### src/rtl/ifid_queue.sv
// ifid_queue: DEPTH-entry in-order queue between fetch and decode.
// Decode sees a bubble (pc 0, BUBBLE_INST, pred 0) whenever the queue is empty.
module ifid_queue #(
   parameter int              XLEN        = 32,
   parameter int              DEPTH       = 4,
   parameter logic [XLEN-1:0] BUBBLE_INST = '0,
   localparam int             CW          = $clog2(DEPTH+1)
) (
   input  logic            clk,
   input  logic            rst,
   input  logic            f_valid,
   input  logic [XLEN-1:0] f_pc,
   input  logic [XLEN-1:0] f_inst,
   input  logic            f_pred,
   output logic            f_ready,
   input  logic            d_stall,
   input  logic            d_flush,
   output logic            d_valid,
   output logic [XLEN-1:0] d_pc,
   output logic [XLEN-1:0] d_inst,
   output logic            d_pred,
   output logic [CW-1:0]   count
);
   localparam int            AW   = $clog2(DEPTH);
   localparam logic [CW-1:0] FULL = CW'(DEPTH);

   typedef struct packed {
      logic [XLEN-1:0] pc;
      logic [XLEN-1:0] inst;
      logic            pred;
   } entry_t;

   entry_t        mem [DEPTH];
   entry_t        head;
   logic [AW-1:0] rd_ptr;
   logic [AW-1:0] wr_ptr;
   logic          push;
   logic          pop;

   // f_ready looks only at registered occupancy, so a full queue refuses a
   // push even when decode pops in the same cycle.
   assign f_ready = (count != FULL);
   assign d_valid = (count != '0);
   assign push    = f_valid & f_ready & ~d_flush;
   assign pop     = d_valid & ~d_stall & ~d_flush;

   assign head   = mem[rd_ptr];
   assign d_pc   = d_valid ? head.pc   : '0;
   assign d_inst = d_valid ? head.inst : BUBBLE_INST;
   assign d_pred = d_valid ? head.pred : 1'b0;

   always_ff @(posedge clk) begin
      if (push && !rst)
         mem[wr_ptr] <= '{pc: f_pc, inst: f_inst, pred: f_pred};
   end

   // DEPTH is a power of two, so pointers wrap naturally; count tells full from empty.
   always_ff @(posedge clk) begin
      if (rst || d_flush) begin
         rd_ptr <= '0;
         wr_ptr <= '0;
         count  <= '0;
      end else begin
         if (push) wr_ptr <= wr_ptr + AW'(1);
         if (pop)  rd_ptr <= rd_ptr + AW'(1);
         case ({push, pop})
            2'b10:   count <= count + CW'(1);
            2'b01:   count <= count - CW'(1);
            default: ;
         endcase
      end
   end

   always_ff @(posedge clk) begin
      if (!rst) begin
         assert (count <= FULL);
         assert (!(push && count == FULL));
         assert (!(pop && count == '0));
      end
   end

endmodule

### config.mk
export PLATFORM = sky130hd
export DESIGN_NAME = ifid_queue
export DESIGN_NICKNAME = d
export VERILOG_FILES = /design/src/rtl/ifid_queue.sv
export SDC_FILE = /design/constraint.sdc
export NUM_CORES = 1
export LEC_CHECK = 0
export ABC_AREA = 0
export BUFFER_PORTS_ARGS = -buffer_cell sky130_fd_sc_hd__buf_2
export CAP_MARGIN = 20
export CORE_MARGIN = 8
export CORE_UTILIZATION = 50
export CTS_BUF_LIST = sky130_fd_sc_hd__clkbuf_2
export CTS_CLUSTER_DIAMETER = 100
export DETAILED_ROUTE_END_ITERATION = 10
export PLACE_DENSITY = 0.77
export SKIP_CTS_REPAIR_TIMING = 1
export SLEW_MARGIN = 20
export SYNTH_ARGS = -nofsm -noshare
export SYNTH_HDL_FRONTEND = slang
export SYNTH_SLANG_ARGS = --single-unit
### constraint.sdc
create_clock -name clk -period 19.07 [get_ports clk]
set_input_delay 5.721 -clock clk [delete_from_list [all_inputs] [get_ports clk]]
set_output_delay 5.721 -clock clk [all_outputs]
set_load 0.05 [all_outputs]
==> out/qor.csv <==
metric,value,unit
Vias per Instance,5.294,
via count,5172,
Fin Setup TNS,0,ps
post-synth top area share,75.77,%
WL final,20030,um
nature of the critical path endpoint,primary output,
Worst Hold Class,reg -> reg,
clk root buf,clkbuf_2,
Final Cycle Share,46.00,%
minimum clock period,8771,ps
gpl congestion,0.6894,
ANT nets after route,0,
Leakage,4.211,nW
Clock Skews,47.73,ps
share of cells above drive strength 1,46.32,%
Critical Path Source Type,register,
CP Max Fanout,34,
Num Clock Sinks,269,
cell count of the worst reg-to-reg path,8,
post-synth net total,542,
row cnt,52,
DRC violations left,0,
die area,0.02546,sq mm
most frequent cells in the layout,"edfxtp_1 (260), buf_2 (139), clkbuf_2 (95)",
max cap viols,0,
Worst-Skew Late Latency,760,ps
H-tree Lvls,3,
Setup Viol. Count Final,0,
pre-CTS setup slack,11030,ps
maximum clock path buffer count,3,
synthesized area,0.01030,sq mm
"commonest non-fill, non-tap cell in the layout",edfxtp_1,
initial antenna violation count,6,
net count reported at finish,738,
initial core utilization,50.92,%
WP data arrival,3050,ps
Mapped Avg Cell Area,22.11,sq um
vias in the first global route,5844,
hold path depth,2,
pin count of the biggest net entering global routing,67,
drt wl/cell,20.50,um
Area after DPL,0.01132,sq mm
"Seq/Total Area, Yosys",77.52,%
CTS tree,built,
"area leader, netlist",edfxtp_1,
"Req. time, crit path",13350,ps
GRT Overall Usage,15.80,%
fmax,0.1140,GHz
Mapped Cells,466,
Synth area leaders,"edfxtp_1 (76%), mux4_2 (14%), and2_1 (3.9%)",
Die Wd,159.6,um
fin worst setup slack,10300,ps
cts bufs inserted,67,
input/output buffers,139,
fill count,1525,
grt ovf,0,
Seq cells post-synth,269,
pwr dens,89.50,mW/mm^2
synth warn,0,
RSZ-0062 raised after global routing,false,
final instance area,0.01190,sq mm
first-pass GRT wire length,31170,um
Final Max Tran Viols,0,
Final Hold Vio Count,0,
critical path start-end classification,reg -> out,
Yosys cell types,24,
synthesis-to-layout area growth,15.47,%
drt first pass iters,4,
Iteration-0 DRC Markers,358,
Core Box Area,0.02023,sq mm
clock transition at the registers of the reported paths,100,ps
status,finished clean,
dpl hpwl,11790,um
normalized max-slew margin,34.96,%
IO Count,140,
Die Span Y,159.6,um
Least-Margin Pin Slew,975.6,ps
peak supply drop,0.04617,mV
cell usage after synthesis:
| master | number |
|---|---|
| edfxtp_1 | 260 |
| nand2b_1 | 1 |
| nand3b_2 | 1 |
| or2_2 | 1 |
| and2_1 | 65 |
| inv_1 | 6 |
| or3b_2 | 1 |
| buf_6 | 6 |
| or3_1 | 3 |
| nor3_2 | 1 |
| nor3b_1 | 4 |
| buf_2 | 7 |
| dfxtp_1 | 9 |
| clkbuf_1 | 9 |
| ha_1 | 5 |
| xor2_1 | 2 |
| mux2i_1 | 2 |
| nor3_1 | 1 |
| fa_1 | 1 |
| nor2_1 | 4 |
| a21oi_1 | 5 |
| mux4_2 | 65 |
| o21ai_0 | 3 |
| nand2_1 | 4 |
final timing paths:
kind	start	to	slack [ps]
hold reg to reg	rd_ptr[1]	register	510
hold / removal	rd_ptr[1]	register	510
setup / recovery	register	d_inst[1]	10300
setup reg to reg	count[2]	count[2]	16530
critical path: stages (launching register included):
cell and delay, ps:
dfxtp_4 510, buf_4 460, buf_16 300, mux4_2 550, and2_1 180, buf_2 220
per-stage QoR:
stage / util, % / total power, W / instances / hold WS, ps
5_1_grt: 58.79 / 0.001113 / 976 / 559.7
6_report: 58.80 / 0.001065 / 977 / 507.9
4_1_cts: 58.78 / 0.001081 / 976 / 519.2
2_1_floorplan: - / 0.0006996 / 466 / 459.1
3_5_place_dp: 55.96 / 0.0007210 / 863 / 490.1
3_3_place_gp: 55.82 / 0.0007183 / 862 / 462.7
flip-flops by register name, indices dropped and copies added, names as in the netlist, named ones only:
name,cells
mem,260
rd_ptr,2
wr_ptr,2
count,3
final cells by class:
cell class | count | area, sq um | share of cell area (%)
Antenna cell | 1 | 2.502 | 0.02103
Multi-Input combinational cell | 169 | 2177 | 18.30
Tap cell | 270 | 337.8 | 2.839
Clock buffer | 95 | 475.5 | 3.996
Sequential cell | 269 | 7995 | 67.20
Clock inverter | 18 | 95.09 | 0.7992
Inverter | 6 | 23.77 | 0.1998
Timing Repair Buffer | 149 | 790.8 | 6.646
power breakdown:
| group | total (W) | internal (W) | switching (W) |
|---|---|---|---|
| Sequential | 0.000654 | 0.000652 | 0.00000163 |
| Combinational | 0.0000528 | 0.0000170 | 0.0000358 |
| Clock | 0.000358 | 0.000147 | 0.000212 |
kinds of logic (layout without fill, tap and decap cells):
group	after synthesis	after routing	share of synthesized area [%]
other cells	0	1	0
mux	67	67	14.40
xor+xnor	2	2	0.1700
flops	269	269	77.52
fa+ha+maj	6	6	0.8015
compound gates	8	8	0.3885
buf+inv	28	268	1.542
simple gates	86	86	5.173
metal layers:
metal / vias to the layer above / track usage, % / share of wire (%) / wire length (um)
met5: - / 0 / 0.29 / 58
li1: 2316 / - / - / -
met4: 10 / 6.175 / 1.7 / 334
met3: 39 / 5.920 / 7.3 / 1472
met1: 2648 / 17.83 / 40 / 7999
met2: 159 / 26.83 / 51 / 10160
Note: power is estimated with default switching activity, not from simulation.
